$ cat config.mk
export PLATFORM = sky130hd
export DESIGN_NAME = instr_encoder_flat
export DESIGN_NICKNAME = d
export VERILOG_FILES = /design/src/rtl/instr_pkg.sv /design/src/rtl/instr_encoder_if.sv /design/src/rtl/instr_pack.sv /design/src/rtl/instr_encoder.sv /design/src/flat_wrapper.sv
export SDC_FILE = /design/constraint.sdc
export NUM_CORES = 1
export LEC_CHECK = 0
export CAP_MARGIN = 15
export CELL_PAD_IN_SITES_DETAIL_PLACEMENT = 1
export CELL_PAD_IN_SITES_GLOBAL_PLACEMENT = 2
export CORE_ASPECT_RATIO = 0.6
export CORE_MARGIN = 3
export CORE_UTILIZATION = 22
export CTS_CLUSTER_DIAMETER = 80
export DETAILED_ROUTE_END_ITERATION = 8
export GPL_TIMING_DRIVEN = 0
export PLACE_DENSITY = 0.86
export SYNTH_ARGS = -nofsm -noshare
export SYNTH_HDL_FRONTEND = slang
export SYNTH_SLANG_ARGS = --single-unit
$ cat constraint.sdc
create_clock -name clk_i -period 2.4 [get_ports clk_i]
set_input_delay 0.24 -clock clk_i [delete_from_list [all_inputs] [get_ports clk_i]]
set_output_delay 0.24 -clock clk_i [all_outputs]
set_load 0.005 [all_outputs]
$ cat src/rtl/instr_pkg.sv
// instr_pkg: command kinds, MIPS opcodes and field positions shared by the encoder and control decoder.
package instr_pkg;
   typedef enum logic [3:0] {
      K_R, K_ADDI, K_SLTIU, K_SLTI, K_LUI, K_ORI, K_LW, K_SW, K_BEQ, K_BNE, K_BLE, K_BLTZ, K_J
   } cmd_kind_e;
   typedef enum logic {IDLE, WRITE} state_e;
   localparam logic [5:0] OP_R     = 6'd0;
   localparam logic [5:0] OP_ADDI  = 6'd8;
   localparam logic [5:0] OP_SLTIU = 6'd9;
   localparam logic [5:0] OP_SLTI  = 6'd10;
   localparam logic [5:0] OP_LUI   = 6'd15;
   localparam logic [5:0] OP_ORI   = 6'd13;
   localparam logic [5:0] OP_LW    = 6'd35;
   localparam logic [5:0] OP_SW    = 6'd43;
   localparam logic [5:0] OP_BEQ   = 6'd4;
   localparam logic [5:0] OP_BNE   = 6'd5;
   localparam logic [5:0] OP_BLE   = 6'd6;
   localparam logic [5:0] OP_BLTZ  = 6'd1;
   localparam logic [5:0] OP_J     = 6'd2;
   localparam int OP_LSB = 26;
   localparam int RS_LSB = 21;
   localparam int RT_LSB = 16;
   localparam int RD_LSB = 11;
   localparam int SH_LSB = 6;
   function automatic logic [5:0] kind_op(input logic [3:0] k);
      case (k)
         K_ADDI:  return OP_ADDI;
         K_SLTIU: return OP_SLTIU;
         K_SLTI:  return OP_SLTI;
         K_LUI:   return OP_LUI;
         K_ORI:   return OP_ORI;
         K_LW:    return OP_LW;
         K_SW:    return OP_SW;
         K_BEQ:   return OP_BEQ;
         K_BNE:   return OP_BNE;
         K_BLE:   return OP_BLE;
         K_BLTZ:  return OP_BLTZ;
         K_J:     return OP_J;
         default: return OP_R;
      endcase
   endfunction
endpackage

$ cat src/rtl/instr_encoder_if.sv
// instr_encoder_if: command handshake and instruction-memory write port of the encoder.
interface instr_encoder_if #(parameter int ADDR_W = 8);
   logic              cmd_valid_i;
   logic              cmd_ready_o;
   logic [3:0]        cmd_kind_i;
   logic [4:0]        rs_i;
   logic [4:0]        rt_i;
   logic [4:0]        rd_i;
   logic [4:0]        shamt_i;
   logic [5:0]        funct_i;
   logic [15:0]       imm_i;
   logic [25:0]       target_i;
   logic              mem_we_o;
   logic [ADDR_W+1:0] mem_addr_o;
   logic [31:0]       mem_data_o;
   logic              mem_ack_i;
   modport master (
      output cmd_valid_i, cmd_kind_i, rs_i, rt_i, rd_i, shamt_i, funct_i, imm_i, target_i, mem_ack_i,
      input  cmd_ready_o, mem_we_o, mem_addr_o, mem_data_o
   );
   modport slave (
      input  cmd_valid_i, cmd_kind_i, rs_i, rt_i, rd_i, shamt_i, funct_i, imm_i, target_i, mem_ack_i,
      output cmd_ready_o, mem_we_o, mem_addr_o, mem_data_o
   );
endinterface

$ cat src/rtl/instr_pack.sv
// instr_pack: combinational packing of a command kind and its fields into a 32-bit MIPS word.
module instr_pack
   import instr_pkg::*;
(
   input  logic [3:0]  kind_i,
   input  logic [4:0]  rs_i,
   input  logic [4:0]  rt_i,
   input  logic [4:0]  rd_i,
   input  logic [4:0]  shamt_i,
   input  logic [5:0]  funct_i,
   input  logic [15:0] imm_i,
   input  logic [25:0] target_i,
   output logic [31:0] word_o,
   output logic        illegal_o
);
   logic [4:0]  rs_f;
   logic [4:0]  rt_f;
   logic [31:0] low;
   always_comb begin
      illegal_o = kind_i > 4'(K_J);
      rs_f = kind_i == 4'(K_LUI) ? 5'd0 : rs_i;
      rt_f = kind_i == 4'(K_BLTZ) ? 5'd0 : rt_i;
      low = kind_i == 4'(K_J) ? 32'(target_i)
          : (32'(rs_f) << RS_LSB) | (32'(rt_f) << RT_LSB)
          | (kind_i == 4'(K_R) ? (32'(rd_i) << RD_LSB) | (32'(shamt_i) << SH_LSB) | 32'(funct_i)
                               : 32'(imm_i));
      word_o = illegal_o ? 32'd0 : (32'(kind_op(kind_i)) << OP_LSB) | low;
   end
endmodule

$ cat src/rtl/instr_encoder.sv
// instr_encoder: encodes field-level commands into MIPS words and writes them sequentially to instruction memory.
module instr_encoder
   import instr_pkg::*;
#(
   parameter int          ADDR_W    = 8,
   parameter logic [31:0] BASE_ADDR = 32'd0
) (
   input  logic            clk_i,
   input  logic            rst_i,
   input  logic            start_i,
   instr_encoder_if.slave  bus,
   output logic [ADDR_W:0] count_o,
   output logic            full_o,
   output logic            err_o
);
   localparam logic [ADDR_W:0] CAP = {1'b1, {ADDR_W{1'b0}}};
   localparam logic [ADDR_W:0] ONE = (ADDR_W + 1)'(1);
   state_e          state_q, state_d;
   logic [31:0]     data_q, data_d;
   logic [ADDR_W:0] count_q, count_d;
   logic            err_q, err_d;
   logic [31:0]     word;
   logic            illegal, ready, acc;
   instr_pack u_pack (
      .kind_i(bus.cmd_kind_i), .rs_i(bus.rs_i), .rt_i(bus.rt_i), .rd_i(bus.rd_i),
      .shamt_i(bus.shamt_i), .funct_i(bus.funct_i), .imm_i(bus.imm_i), .target_i(bus.target_i),
      .word_o(word), .illegal_o(illegal)
   );
   // the write pointer is the word count, so the address needs no register of its own
   assign bus.mem_we_o    = state_q == WRITE;
   assign bus.mem_addr_o  = BASE_ADDR[ADDR_W+1:0] + {count_q[ADDR_W-1:0], 2'b00};
   assign bus.mem_data_o  = data_q;
   assign bus.cmd_ready_o = ready;
   assign count_o = count_q;
   assign full_o  = count_q == CAP;
   assign err_o   = err_q;
   always_comb begin
      state_d = state_q;
      data_d  = data_q;
      count_d = count_q;
      err_d   = err_q;
      ready = !rst_i || start_i ? 1'b0
            : state_q == IDLE ? !full_o
            : bus.mem_ack_i && (count_q + ONE < CAP);
      acc = bus.cmd_valid_i && ready;
      if (start_i) begin
         state_d = IDLE;
         count_d = '0;
         err_d   = 1'b0;
      end else begin
         if (state_q == WRITE && bus.mem_ack_i) begin
            count_d = count_q + ONE;
            state_d = IDLE;
         end
         if (acc && illegal) err_d = 1'b1;
         if (acc && !illegal) begin
            data_d  = word;
            state_d = WRITE;
         end
      end
   end
   always_ff @(posedge clk_i or negedge rst_i) begin
      if (!rst_i) begin
         state_q <= IDLE;
         data_q  <= '0;
         count_q <= '0;
         err_q   <= 1'b0;
      end else begin
         state_q <= state_d;
         data_q  <= data_d;
         count_q <= count_d;
         err_q   <= err_d;
      end
   end
endmodule

$ cat src/flat_wrapper.sv
// flat-port wrapper written by rule: the top's interface ports become plain ports
module instr_encoder_flat import instr_pkg::*;
#(
   parameter int          ADDR_W    = 8,
   parameter logic [31:0] BASE_ADDR = 32'd0
)
  (clk_i, rst_i, start_i, count_o, full_o, err_o, bus_cmd_valid_i, bus_cmd_kind_i, bus_rs_i, bus_rt_i, bus_rd_i, bus_shamt_i, bus_funct_i, bus_imm_i, bus_target_i, bus_mem_ack_i, bus_cmd_ready_o, bus_mem_we_o, bus_mem_addr_o, bus_mem_data_o);
  instr_encoder_if #(.ADDR_W(ADDR_W)) bus_i ();
  input  logic clk_i;
  input  logic rst_i;
  input  logic start_i;
  output logic [ADDR_W:0] count_o;
  output logic full_o;
  output logic err_o;
  input wire logic [$bits(bus_i.cmd_valid_i)-1:0] bus_cmd_valid_i;
  input wire logic [$bits(bus_i.cmd_kind_i)-1:0] bus_cmd_kind_i;
  input wire logic [$bits(bus_i.rs_i)-1:0] bus_rs_i;
  input wire logic [$bits(bus_i.rt_i)-1:0] bus_rt_i;
  input wire logic [$bits(bus_i.rd_i)-1:0] bus_rd_i;
  input wire logic [$bits(bus_i.shamt_i)-1:0] bus_shamt_i;
  input wire logic [$bits(bus_i.funct_i)-1:0] bus_funct_i;
  input wire logic [$bits(bus_i.imm_i)-1:0] bus_imm_i;
  input wire logic [$bits(bus_i.target_i)-1:0] bus_target_i;
  input wire logic [$bits(bus_i.mem_ack_i)-1:0] bus_mem_ack_i;
  output wire logic [$bits(bus_i.cmd_ready_o)-1:0] bus_cmd_ready_o;
  output wire logic [$bits(bus_i.mem_we_o)-1:0] bus_mem_we_o;
  output wire logic [$bits(bus_i.mem_addr_o)-1:0] bus_mem_addr_o;
  output wire logic [$bits(bus_i.mem_data_o)-1:0] bus_mem_data_o;
  assign bus_i.cmd_valid_i = bus_cmd_valid_i;
  assign bus_i.cmd_kind_i = bus_cmd_kind_i;
  assign bus_i.rs_i = bus_rs_i;
  assign bus_i.rt_i = bus_rt_i;
  assign bus_i.rd_i = bus_rd_i;
  assign bus_i.shamt_i = bus_shamt_i;
  assign bus_i.funct_i = bus_funct_i;
  assign bus_i.imm_i = bus_imm_i;
  assign bus_i.target_i = bus_target_i;
  assign bus_i.mem_ack_i = bus_mem_ack_i;
  assign bus_cmd_ready_o = bus_i.cmd_ready_o;
  assign bus_mem_we_o = bus_i.mem_we_o;
  assign bus_mem_addr_o = bus_i.mem_addr_o;
  assign bus_mem_data_o = bus_i.mem_data_o;
  instr_encoder #(.ADDR_W(ADDR_W), .BASE_ADDR(BASE_ADDR)) u_core (.clk_i(clk_i), .rst_i(rst_i), .start_i(start_i), .bus(bus_i), .count_o(count_o), .full_o(full_o), .err_o(err_o));
endmodule
# Yosys cells after proc, flatten, opt, wreduce, memory -nomap -nowiden
# Memories as Yosys holds them, arrays and structs flattened.
# Cells that the tools add are included.
[totals] regBits=43 rom_bits=80 input_bits=77 output_inout_bits=55 elab_cells=46 mem_count=1
[mem_list] name="(name not given)" depth=16 word_bits=5 rd=1 rd_ports_with_merged_regs=0 write_ports=0 line="instr_pkg.sv:26" rtl="case (k)"
[classes] addsub=1 n_lt_le_gt_ge=2 eq_ne=4 muxes=14 bitwise_logic=6 n_reduce_logical=14
[op_table] op="$mux W32" count=1
[op_table] op="$or A32 B32 Y32" count=1
[op_table] op="$mux W26" count=1
[op_table] op="$or A26 B16 Y26" count=1
[op_table] op="$or A26 B21 Y26" count=1
[op_table] op="$mux W9" count=2
[op_table] op="$mux W16" count=1
[op_table] op="$or A16 B11 Y16" count=1
[op_table] op="$or A16 B6 Y16" count=1
[op_table] op="$mux W5" count=2
[op_table] op="$add A9 B1 Y9 const B" count=1
[op_table] op="$eq A9 B9 Y1 const B" count=1
[op_table] op="$lt A9 B9 Y1 const B" count=1
[op_table] op="$eq A4 B4 Y1 const B" count=2
[op_table] op="$mux W1" count=7
[op_table] op="$logic_and A1 B1 Y1" count=5
[op_table] op="$eq A4 B3 Y1 const B" count=1
[op_table] op="$gt A4 B4 Y1 const B" count=1
[op_table] op="$logic_not A4 Y1" count=1
[op_table] op="$reduce_bool A2 Y1" count=2
[op_table] op="$logic_not A1 Y1" count=3
[op_table] op="$reduce_bool A3 Y1" count=1
[op_table] op="$reduce_and A2 Y1" count=1
[op_table] op="$logic_or A1 B1 Y1" count=1
[op_table] op="$not A1 Y1" count=1

# Depth between registers and ports, before layout
[logic_depth] ltp_word=9 depth_mapped=8 ltp_nobuf=7

# By module
# A second synthesis with hierarchy kept.
[unflattened] cells_unflattened=233 area_unflattened_um2=2651.3
[by_module_without_submodules] mod="instr_encoder" n_inst=1 cells_per_inst=141 area_each_um2=2039.5 seq_area_each_um2=1076.0
[by_module_without_submodules] mod="instr_pack" n_inst=1 cells_per_inst=92 area_each_um2=611.8 seq_area_each_um2=0.0

# Worst setup path before layout
# OpenSTA, ideal clock, no wires.
[synth_timing] kind="flip-flop to flip-flop" start="register u_core.count_q[5] (netlist: u_core.count_o[5])" end="register u_core.data_q[6] (netlist: u_core.bus.mem_data_o[6])" setup_ns=0.125 arrival_time_ns=2.005 required_ns=2.275 slack_ns=0.270 path_stages_with_launch=7 path_buffers=1 synth_period_minus_slack_ns=2.130 cell_sequence="dfrtp_1 > or4_4 > o41a_1 > nor3_4 > nor2_2 > buf_6 > mux2_4"
[synth_between] elab_chain_len=8 word_cells_on_any_way=10 classes_between="add/sub (1); order compare (1); eq/ne (1); mux (2); reduce/logical (5)"
[synth_lines] element="from (decl)" line="instr_encoder.sv:20" rtl="logic [ADDR_W:0] count_q, count_d;"
[synth_lines] element="from (signal assigned)" line="instr_encoder.sv:71" rtl="count_q <= count_d;"
[synth_lines] element="$add A9 B1 Y9" line="instr_encoder.sv:44" rtl=": bus.mem_ack_i && (count_q + ONE < CAP);"
[synth_lines] element="$lt A9 B9 Y1" line="instr_encoder.sv:44"
[synth_lines] element="$logic_and A1 B1 Y1" line="instr_encoder.sv:44"
[synth_lines] element="$mux W1 (*)" line="instr_encoder.sv:43" rtl=": state_q == IDLE ? !full_o"
[synth_lines] element="$mux W1 (*)" line="instr_encoder.sv:42" rtl="ready = !rst_i || start_i ? 1'b0"
[synth_lines] element="$logic_and A1 B1 Y1 (*)" line="instr_encoder.sv:45" rtl="acc = bus.cmd_valid_i && ready;"
[synth_lines] element="$logic_and A1 B1 Y1 (*)" line="instr_encoder.sv:56" rtl="if (acc && !illegal) begin"
[synth_lines] element="$reduce_and A2 Y1 (no source line) (*)"
[synth_lines] element="to (signal assigned)" line="instr_encoder.sv:70" rtl="data_q <= data_d;"
[synth_lines] element="to (decl)" line="instr_encoder.sv:19" rtl="logic [31:0] data_q, data_d;"
# Mark *: on every way between the ends. The rest lies on a longest branch, timed or not.
# A chain may end at the register's enable or synchronous reset.

# Worst setup path after layout
[layout_timing] start="register u_core.count_q[4] (netlist: u_core.count_o[4])" end="output full_o"
[layout_between] elab_chain_len=1
[layout_lines] element="$eq A9 B9 Y1" line="instr_encoder.sv:35" rtl="assign full_o = count_q == CAP;"
[layout_lines] element="to (decl)" line="flat_wrapper.sv:13" rtl="output logic full_o;"
# No other way between the ends.

==> impl_metrics.prom <==
# TYPE chip_impl_metric gauge
chip_impl_info{name="endpoint_kind",value="primary output"} 1
chip_impl_metric{name="internal-power",unit="uW"} 1798
chip_impl_metric{name="report.final.setup_viol",unit=""} 0
chip_impl_metric{name="final-hold-violation-count",unit=""} 0
chip_impl_info{name="worst-setup-path-type",value="register to primary output"} 1
chip_impl_metric{name="worst-slew-pin-transition",unit="ns"} 0.7122
chip_impl_metric{name="num_antenna_cells",unit=""} 0
chip_impl_metric{name="worst_ep_required_time",unit="ns"} 2.16
chip_impl_metric{name="syn_avg_cell_area",unit="sq um"} 9.841
chip_impl_metric{name="cts_buffers",unit=""} 5
chip_impl_metric{name="place_congestion",unit=""} 0.7731
chip_impl_metric{name="globalRoute.totalOverflow",unit=""} 0
chip_impl_metric{name="dr_total_vias",unit=""} 2371
chip_impl_metric{name="synthDistinctLibCells",unit=""} 38
chip_impl_metric{name="synth-seq-cells",unit=""} 42
chip_impl_metric{name="slew-limit-headroom",unit=""} 0.5216
chip_impl_metric{name="timing.hold.ws",unit="ns"} 0.4217
chip_impl_metric{name="num-nets-final",unit=""} 477
chip_impl_metric{name="worst-path-buf-inv",unit=""} 1
chip_impl_metric{name="drt_iter0_markers",unit=""} 51
chip_impl_metric{name="drt_pre_antenna_iters",unit=""} 4
chip_impl_metric{name="grtUsageMet2",unit=""} 0.2321
chip_impl_metric{name="clk_pin_slew",unit="ns"} 0.07
chip_impl_metric{name="grt_use_met1",unit=""} 0.1831
chip_impl_metric{name="drt-vias-per-instance",unit=""} 4.407
chip_impl_metric{name="core",unit="sq um"} 10780
chip_impl_metric{name="layout-drive-gt1-share",unit=""} 0.1805
chip_impl_metric{name="synth-warning-count",unit=""} 0
chip_impl_metric{name="drc",unit=""} 0
chip_impl_metric{name="synth_enable_flop_cells",unit=""} 0
chip_impl_metric{name="timing.clock.skew",unit="ns"} 0.006400
chip_impl_info{name="most_frequent_standard_cell_in_the_layout_excluding_fill_and_tap_cells",value="sky130_fd_sc_hd__clkdlybuf4s50_1"} 1
chip_impl_metric{name="crit_path_max_fanout",unit=""} 2
chip_impl_metric{name="static_power_due_to_leakage",unit="uW"} 0.001727
chip_impl_metric{name="critical-path-max-stage-delay",unit="ns"} 0.57
chip_impl_metric{name="fp.dieW",unit="um"} 143.1
chip_impl_metric{name="clock_tree.htree_level_count",unit=""} 2
chip_impl_metric{name="die_height",unit="um"} 88.24
chip_impl_info{name="hp-class",value="input pin to asynchronous set/reset pin"} 1
chip_impl_metric{name="detailedPlace.worstSlack",unit="ns"} -0.5224
chip_impl_metric{name="initial_utilization",unit=""} 0.2301
chip_impl_metric{name="clock-sinks",unit=""} 42
chip_impl_metric{name="post_synth_inst_count",unit=""} 252
chip_impl_metric{name="max_freq",unit="MHz"} 432.0
chip_impl_metric{name="largest_net_degree_at_the_start_of_global_routing",unit=""} 22
chip_impl_metric{name="insertion_delay_to_the_later_sink_of_the_worst_skew_pair",unit="ns"} 0.29
chip_impl_metric{name="min_period_over_period",unit=""} 0.9645
chip_impl_metric{name="routed_wl",unit="mm"} 8.890
chip_impl_metric{name="synth.yosys.seq_area_share",unit=""} 0.4238
chip_impl_metric{name="post-route-util",unit=""} 0.3945
chip_impl_metric{name="async_reset_ff_frac",unit=""} 1.000
chip_impl_metric{name="mappedNetlistArea",unit="sq um"} 2480
chip_impl_metric{name="hpwlAfterDp",unit="mm"} 6.825
chip_impl_metric{name="antenna_left",unit=""} 0
chip_impl_metric{name="grt_use_total",unit=""} 0.1416
chip_impl_metric{name="cp_data_arrival_time",unit="ns"} 2.07
chip_impl_metric{name="syn2layout_area_growth",unit="%"} 71.44
chip_impl_info{name="cp_slowest_cell",value="sky130_fd_sc_hd__clkdlybuf4s50_1"} 1
chip_impl_metric{name="fp_rows",unit=""} 29
chip_impl_info{name="crit_path_cell_trace",value="or4_4, nor4_1, clkdlybuf4s50_1"} 1
chip_impl_metric{name="grt_first_pass_wirelength",unit="mm"} 13.86
chip_impl_metric{name="power.share.clock",unit=""} 0.293
chip_impl_metric{name="global_route.usage.met3",unit=""} 0.05184
chip_impl_info{name="type_of_origin_of_the_critical_path",value="register"} 1
chip_impl_info{name="status",value="complete, no violations"} 1
chip_impl_info{name="global_route.peak_usage_layer",value="met2"} 1
chip_impl_info{name="clockRootBuffer",value="sky130_fd_sc_hd__clkbuf_16"} 1
chip_impl_info{name="tritoncts",value="yes"} 1
chip_impl_metric{name="max_cap_viol_count",unit=""} 0
chip_impl_metric{name="setup_total_negative_slack",unit="ns"} 0
chip_impl_metric{name="combinationalPowerShare",unit=""} 0.319
chip_impl_metric{name="min_period",unit="ns"} 2.315
chip_impl_metric{name="ctsLongestPathBuffers",unit=""} 2
chip_impl_metric{name="p_sw_frac",unit=""} 0.2570
chip_impl_info{name="rsz0062_at_grt",value="false"} 1
chip_impl_metric{name="pwr_density_cell",unit="nW/um^2"} 569.2
chip_impl_metric{name="final_max_slew_viol_count",unit=""} 0
chip_impl_metric{name="buffer_ports.inserted",unit=""} 127
chip_impl_metric{name="switching_power",unit="uW"} 621.9
chip_impl_metric{name="grt_antenna_before_repair",unit=""} 0
chip_impl_metric{name="vdd.ir_drop.worst",unit="uV"} 275.2
chip_impl_metric{name="floorplan.die_area",unit="sq um"} 12620
chip_impl_info{name="ys_dominant_reg_cell",value="sky130_fd_sc_hd__dfrtp_1"} 1
chip_impl_metric{name="num_io_pins",unit=""} 132
chip_impl_info{name="worst_path_dominant_cell_family",value="simple AND/OR/NAND/NOR gates"} 1
chip_impl_info{name="mostFrequentLayoutCells",value="125 x sky130_fd_sc_hd__clkdlybuf4s50_1, 40 x sky130_fd_sc_hd__dfrtp_1, 28 x sky130_fd_sc_hd__nor2_1, 28 x sky130_fd_sc_hd__mux2_2, 26 x sky130_fd_sc_hd__nand2_1"} 1
chip_impl_metric{name="post_drt_wl_per_cell",unit="um"} 16.52
chip_impl_metric{name="setup_slack",unit="ns"} 0.08521
chip_impl_metric{name="first_global_vias",unit=""} 2628
chip_impl_metric{name="seqPwrFrac",unit=""} 0.388
## flip-flops by register name, summed over array words and instances (netlist names)
signal	flops
u_core.bus.mem_data_o	31
u_core.bus.mem_we_o	1
u_core.count_o	9
u_core.err_o	1
## what timing repair did
action / 4_1_cts / 5_1_grt
hold endpoints to repair: 21 / 0
pin swaps: 3 / 4
gates cloned: 1 / 0
resized for setup: 11 / 1
hold buffers: 2 / 0
setup buffers: 5 / 0
endpoints found under the setup margin: 11 / 31
## final cells by class
class,count,area (sq um)
Fill cell,1212,6525
Timing Repair Buffer,137,1409
Multi-Input combinational cell,183,1284
Sequential cell,42,1054
Tap cell,139,173.9
Buffer,23,161.4
Clock buffer,7,142.6
Inverter,6,22.52
Clock inverter,1,5.005
## worst register-to-register path: cells and delay by family, from the launching register on
family / cells / cell delay (ns)
compound gates: 1 / 0.30
mux: 1 / 0.34
fa+ha+maj: 1 / 0.23
buf+inv: 2 / 0.37
flops: 1 / 0.45
simple gates: 3 / 0.45
## worst paths after layout
kind	start	to	slack [ns]	cells after the start
max in group asynchronous	rst_i	u_core.count_o[4]$_DFFE_PN0P_	1.48	4
worst min-delay path	rst_i	u_core.bus.mem_data_o[24]$_DFFE_PN0P_	0.42	2
worst min register to register	u_core.bus.mem_data_o[7]$_DFFE_PN0P_	u_core.bus.mem_data_o[7]$_DFFE_PN0P_	0.50	1
min in group clk_i	bus_cmd_kind_i[3]	u_core.err_o$_DFFE_PN0P_	0.47	4
worst max register to register	u_core.count_o[1]$_DFFE_PN0P_	u_core.bus.mem_data_o[3]$_DFFE_PN0P_	0.15	8
worst max-delay path	u_core.count_o[4]$_DFFE_PN0P_	full_o	0.09	3
## synthesized netlist by cell type, types with 2 or more instances
| library cell | n | area (sq um) |
|---|---|---|
| sky130_fd_sc_hd__a21oi_1 | 24 | 120.1 |
| sky130_fd_sc_hd__and3_1 | 2 | 12.51 |
| sky130_fd_sc_hd__buf_4 | 12 | 90.09 |
| sky130_fd_sc_hd__buf_6 | 3 | 33.78 |
| sky130_fd_sc_hd__clkbuf_1 | 7 | 26.28 |
| sky130_fd_sc_hd__dfrtp_1 | 42 | 1051 |
| sky130_fd_sc_hd__ha_1 | 2 | 25.02 |
| sky130_fd_sc_hd__inv_1 | 6 | 22.52 |
| sky130_fd_sc_hd__mux2_2 | 28 | 315.3 |
| sky130_fd_sc_hd__mux2_4 | 2 | 30.03 |
| sky130_fd_sc_hd__mux2i_1 | 17 | 170.2 |
| sky130_fd_sc_hd__nand2_1 | 26 | 97.59 |
| sky130_fd_sc_hd__nand3_1 | 6 | 30.03 |
| sky130_fd_sc_hd__nor2_1 | 28 | 105.1 |
| sky130_fd_sc_hd__nor2b_1 | 2 | 12.51 |
| sky130_fd_sc_hd__o21ai_0 | 10 | 50.05 |
| sky130_fd_sc_hd__o22ai_1 | 6 | 37.54 |
| sky130_fd_sc_hd__xnor2_1 | 5 | 43.79 |
| sky130_fd_sc_hd__xor2_1 | 5 | 43.79 |
## cells by family after synthesis
kind of cell	share of synthesized area
compound gates	0.1019
xor+xnor	0.03532
other cells	0.001512
buf+inv	0.07114
fa+ha+maj	0.01009
flops	0.4238
mux	0.2079
simple gates	0.1483
## per-layer routing
| metal | up-vias | share of wire |
|---|---|---|
| li1 | 1156 | - |
| met1 | 1127 | 0.46 |
| met5 | - | 0 |
| met4 | 0 | 0.0063 |
| met2 | 81 | 0.45 |
| met3 | 7 | 0.083 |
## through the flow
step                      instances  total power [uW]  area, sq um
after detailed placement        521              1711         3955
after global routing            538              2569         4252
final                           538              2420         4252
after floorplan                 254              1179         2487
after global placement          520              1682         3933
after CTS                       536              2438         4192
## power by group through the flow
| stage | Sequential, uW | Clock (uW) | Combinational [uW] |
|---|---|---|---|
| 2_1_floorplan | 953 | 0 | 226 |
| 3_3_place_gp | 940 | 0 | 742 |
| 3_5_place_dp | 948 | 0 | 762 |
| 4_1_cts | 942 | 719 | 776 |
| 5_1_grt | 961 | 767 | 841 |
| 6_report | 939 | 708 | 772 |
Note: power is estimated with default switching activity, not from simulation.
==> RTL change 1: new RTL, same flow settings <==
`ADDR_W` is set to 8 in 3 places; all go to 7.
--- a/src/rtl/instr_encoder_if.sv
+++ b/src/rtl/instr_encoder_if.sv
@@ -1,3 +1,3 @@
 // instr_encoder_if: command handshake and instruction-memory write port of the encoder.
-interface instr_encoder_if #(parameter int ADDR_W = 8);
+interface instr_encoder_if #(parameter int ADDR_W = 7);
    logic              cmd_valid_i;
--- a/src/rtl/instr_encoder.sv
+++ b/src/rtl/instr_encoder.sv
@@ -4,3 +4,3 @@
 #(
-   parameter int          ADDR_W    = 8,
+   parameter int          ADDR_W    = 7,
    parameter logic [31:0] BASE_ADDR = 32'd0
--- a/src/flat_wrapper.sv
+++ b/src/flat_wrapper.sv
@@ -3,3 +3,3 @@
 #(
-   parameter int          ADDR_W    = 8,
+   parameter int          ADDR_W    = 7,
    parameter logic [31:0] BASE_ADDR = 32'd0
Interface: changed (resized bus_mem_addr_o and count_o); port bits go from 132 to 130. No check against the original RTL was run, so the function may have changed too.
==> RTL change 1 against the original RTL <==
Worst setup slack improved by 0.0077 ns; non-clock buffer count is 3 lower; core utilization fell by 0.69 points; cell area down 1.4%; wire length decreased by 4.4%; maximum frequency up 0.34%; global-route usage down 1.0 points; count of clock-buffer cells in the layout stayed put; synthesized area is 0.45% higher; sequential cell count down 1; clock power rose by 12%; power up 2.5%; critical endpoint is now bus_cmd_ready_o; highest routed layer unchanged.
==> RTL change 1: results (changes against the original RTL) <==
Status
  • Outcome: finished, final reports clean

Logic synthesis
  • Synth cell types: 43 (+13%)
  • Synth area leaders: dfrtp_1 41%, mux2_4 11%, mux2i_1 10%
  • Mux contribution to synthesized area: 21.9% (+1.1 points)
  • Sequential area share after synthesis: 41.2% (-1.2 points)
  • Adder-Cell Fraction of Synth Area: 1.41% (+0.40 points)
  • Synth top cells by count: 41 x dfrtp_1, 26 x a21oi_1, 26 x mux2i_1
  • Synth Area in Compound Gates: 11.1% (+0.91 points)

Cells and area
  • NumNets Final: 467 (-2.1%)
  • Number of diodes: 0 (unchanged)

Route
  • Wirelength, routed: 8.50 mm (-4.4%)
  • Routed wl met3: 585 µm (-21%)
  • 1st-iter DRT viols: 51 (unchanged)
  • Routed length on met1: 4.09 mm (+0.29%)
  • Met2 routed WL: 3.71 mm (-7.9%)
  • Vias: 2,329 (-1.8%)
  • TritonRoute pass-1 iters: 4 (unchanged)

Global route
  • Initial antenna violation count: 0 (unchanged)
  • Met1 usage: 18.3% (-0.058 points)
  • First-pass GRT wire length: 13.0 mm (-6.0%)
  • Largest net degree at the start of global routing: 31 (+41%)
  • GR Layer Usage met2: 20.2% (-3.0 points)
  • Vias in the first global route: 2,492 (-5.2%)
  • Tot GR Track Use: 13.1% (-1.0 points)
  • Met3 usage: 3.67% (-1.5 points)

CTS
  • Reg clk slew, reported paths: 0.06 ns

Placement
  • Gpl congestion: 0.744 (-3.8%)
  • Port bufs: 125 (-1.6%)
  • Post-DP HPWL: 6.68 mm (-2.1%)

Power
  • Worst vdd ir: 0.292 mV (+5.9%)
  • Leak: 1.73 nW (+0.32%)

STA
  • Clk_skew: 0.00560 ns (-0.000796 ns)

Worst setup path
  • Worst path slowest cell: o41a_1
  • Reg2Reg Depth: 6 (-2)
  • Critical path's largest stage delay: 0.45 ns (-0.12 ns)
  • Reg2reg end: u_core.bus.mem_data_o[4]
-- RTL change 1: worst max path at each step --
stage	startpoint	to	slack, ns	cells after the start
after floorplan	u_core.count_o[5]	u_core.bus.mem_data_o[0]	0.38	5
after global placement	rst_i	bus_cmd_ready_o	-1.69	6
after detailed placement	bus_cmd_kind_i[1]	u_core.bus.mem_data_o[13]	-0.33	7
after CTS	rst_i	bus_cmd_ready_o	0.006	8
after global routing	rst_i	u_core.bus.mem_data_o[23]	0.005	9
final	u_core.count_o[5]	bus_cmd_ready_o	0.09	5
-- RTL change 1: what timing repair did --
action,CTS,global route
buffers inserted,5,1
pin swaps,3,2
resized for setup,5,3
hold buffers,2,0
endpoints found under the hold margin,14,0
endpoints found under the setup margin,4,30
-- RTL change 1: tightest hold or removal path, delay by kind of cell --
kind,cells,cell delay [ns]
buffers and inverters,3,0.87
-- RTL change 1: report_power, final --
group | switching, mW | leakage [nW] | internal, mW | total (mW)
sequential | 0.0816 | 0.505 | 0.830 | 0.911
clock | 0.270 | 0.0841 | 0.520 | 0.790
combinational | 0.247 | 1.14 | 0.533 | 0.780
-- RTL change 1: metrics by stage --
stage | util [%] | std cells | instance area [µm²] | setup WS [ns]
2_1_floorplan | - | 247 | 2500 | 0.376
3_3_place_gp | 36.3 | 511 | 3920 | -1.69
3_5_place_dp | 36.4 | 512 | 3940 | -0.326
4_1_cts | 38.6 | 527 | 4180 | 0.00614
5_1_grt | 38.8 | 528 | 4190 | 0.00536
6_report | 38.8 | 528 | 4190 | 0.0930
-- RTL change 1: layout make-up --
class / instances / area [µm²]
timing repair buffer: 134 / 1330
sequential: 41 / 1030
clock inverter: 1 / 30.0
tap: 139 / 174
buffer: 23 / 146
multi-input combinational: 169 / 1290
inverter: 14 / 52.6
clock buffer: 7 / 143
fill: 1238 / 6620
==> RTL change 2: new RTL, config.mk and constraints unchanged <==
Without the edit above. Register the output `count_o` once more; this adds one clock of latency there. The other outputs are not delayed to match.
--- a/src/rtl/instr_encoder.sv
+++ b/src/rtl/instr_encoder.sv
@@ -33,3 +33,5 @@
    assign bus.cmd_ready_o = ready;
-   assign count_o = count_q;
+   always_ff @(posedge clk_i) begin
+      count_o <= count_q;
+   end
    assign full_o  = count_q == CAP;
Function: changed (Yosys sat finds a counterexample within 4 cycles, from zero or initial values and one cycle with rst_i low).
==> RTL change 2 against the original RTL <==
Maximum frequency rose by 2.4%; wire length fell by 0.38%; cell area rose by 4.3%; power rose by 0.69%; via count rose by 7.3%; worst setup slack improved by 0.055 ns; sequential cell count rose by 9; core utilization fell by 1.3 points; synthesized area rose by 9.2%; clock skew fell by 0.00094 ns; count of clock-buffer cells in the layout fell by 1; critical path type is now in2reg; highest routed layer unchanged.
==> RTL change 2: results (changes against the original RTL) <==
Logic synthesis
  • Synth cell types: 48 (+26%)
  • Synth top cells by count: 42 x dfrtp_1, 27 x a21oi_1, 26 x mux2i_1
  • XOR/XNOR Fraction of Synth Area: 2.26% (-1.3 points)
  • Async S/R FF share, synth: 82.4% (-18 points)
  • Adder-Cell Fraction of Synth Area: 1.29% (+0.28 points)
  • Sequential area share after synthesis: 45.5% (+3.1 points)
  • Synth area leaders: dfrtp_1 39%, mux2i_1 9.6%, dfxtp_1 6.7%
  • Syn Std Cell Area: 2710 µm² (+9.2%)
  • Synth Area in Compound Gates: 19.7% (+9.5 points)
  • Avg Cell Area, Syn: 10.3 µm² (+4.2%)
  • Mux contribution to synthesized area: 10.9% (-9.9 points)

Worst setup path
  • Worst R2R Start: u_core.count_q[0]
  • Reg2Reg Depth: 5 (-3)
  • CP arrival: 2.39 ns (+0.32 ns)
  • Reg2reg end: u_core.bus.mem_data_o[18]
  • Crit-path max FO: 35 (+33)
  • R2R Setup Slk: 0.23 ns (+0.08 ns)

Cells and area
  • FFs & Latches: 51 (+21%)
  • Share of cells above drive strength 1: 14.1% (-3.9 points)
  • Final non-filler cell total: 564 (+4.8%)
  • Non-clock inverters: 10 (+4)
  • Data buffer area share: 33.8% (-3.1 points)
  • Clock tree cell share of total cell area: 3.50% (+0.026 points)
  • NumNets Final: 482 (+1.0%)
  • Area of the multi-input gates: 1310 µm² (+1.8%)
  • Clock buffers: 6 (-1)

Global route
  • Vias in the first global route: 2,617 (-0.42%)
  • First-pass GRT wire length: 14.0 mm (+1.0%)
  • Tot GR Track Use: 12.7% (-1.5 points)

Route
  • 1st-iter DRT viols: 81 (+59%)
  • Routed len/inst: 15.7 µm (-5.0%)
  • Vias: 2,545 (+7.3%)

STA
  • Clk_skew: 0.00546 ns (-0.000942 ns)
  • Hold WS: 0.463 ns (+0.0416 ns)
  • Slew @ Worst Pin: 0.834 ns (+0.122 ns)

Placement
  • DP Area: 4200 µm² (+6.2%)
  • Cells after DPL: 554 (+6.3%)
  • Placement Setup Slack: -0.0708 ns (+0.452 ns)
  • Gpl congestion: 0.749 (-3.1%)
  • Post-DP HPWL: 7.10 mm (+4.0%)

Power
  • Clk pwr share: 29.7% (+0.4 points)
  • Leak: 1.95 nW (+13%)

Status
  • Outcome: finished, final reports clean

Worst hold path
  • Worst Hold Class: reg2reg
RTL change 2: cell count changes in the layout (fill, tap and decap cells not counted), sizes merged, moves of 3 or more:
cell,change
mux2i,+9
or3,+4
a21oi,+3
o2bb2ai,+4
nor2,-21
o22ai,-6
dfxtp,+9
mux2,-27
nand2,-16
inv,+4
and3,+4
a22o,+18
o21ai,+11
nand2b,+3
RTL change 2: worst max-delay path, cell delays in order:
cell and delay [ns]:
dlygate4sd3_1 0.53, buf_2 0.15, buf_12 0.18, and3b_1 0.18, o2111a_2 0.18, o31ai_1 0.73
o2bb2ai_1 0.18
RTL change 2: how the worst max path moves through the flow:
stage                                 start                   endpoint  slack (ns)  cells past startpoint
after global routing                  rst_i  u_core.bus.mem_data_o[18]        0.02                      7
after CTS                 u_core.count_q[4]            bus_cmd_ready_o       0.007                      5
final                                 rst_i  u_core.bus.mem_data_o[18]        0.14                      7
after floorplan           u_core.count_q[0]   u_core.bus.mem_data_o[0]        0.38                      7
after global placement                rst_i  u_core.bus.mem_data_o[15]       -1.57                      6
after detailed placement      bus_mem_ack_i  u_core.bus.mem_data_o[19]       -0.07                      6
RTL change 2: cells by family (layout without fill, tap and decap cells):
group	Yosys count	in the layout
flops	51	51
simple gates	55	55
fa+ha+maj	3	3
xor+xnor	7	7
mux	29	29
other cells	1	3
buf+inv	39	177
compound gates	79	79
RTL change 2: repair_timing:
action	in CTS	in global routing
pin swaps	0	1
endpoints found under the setup margin	1	29
hold endpoints to repair	10	0
hold buffers	2	0
setup buffers	0	1
gates resized for setup	3	10
RTL change 2: routing by layer:
metal	track usage [%]	wire length, µm
met1	17.5	4330
met2	19.3	3760
met3	4.35	703
met4	2.51	63
met5	0	0
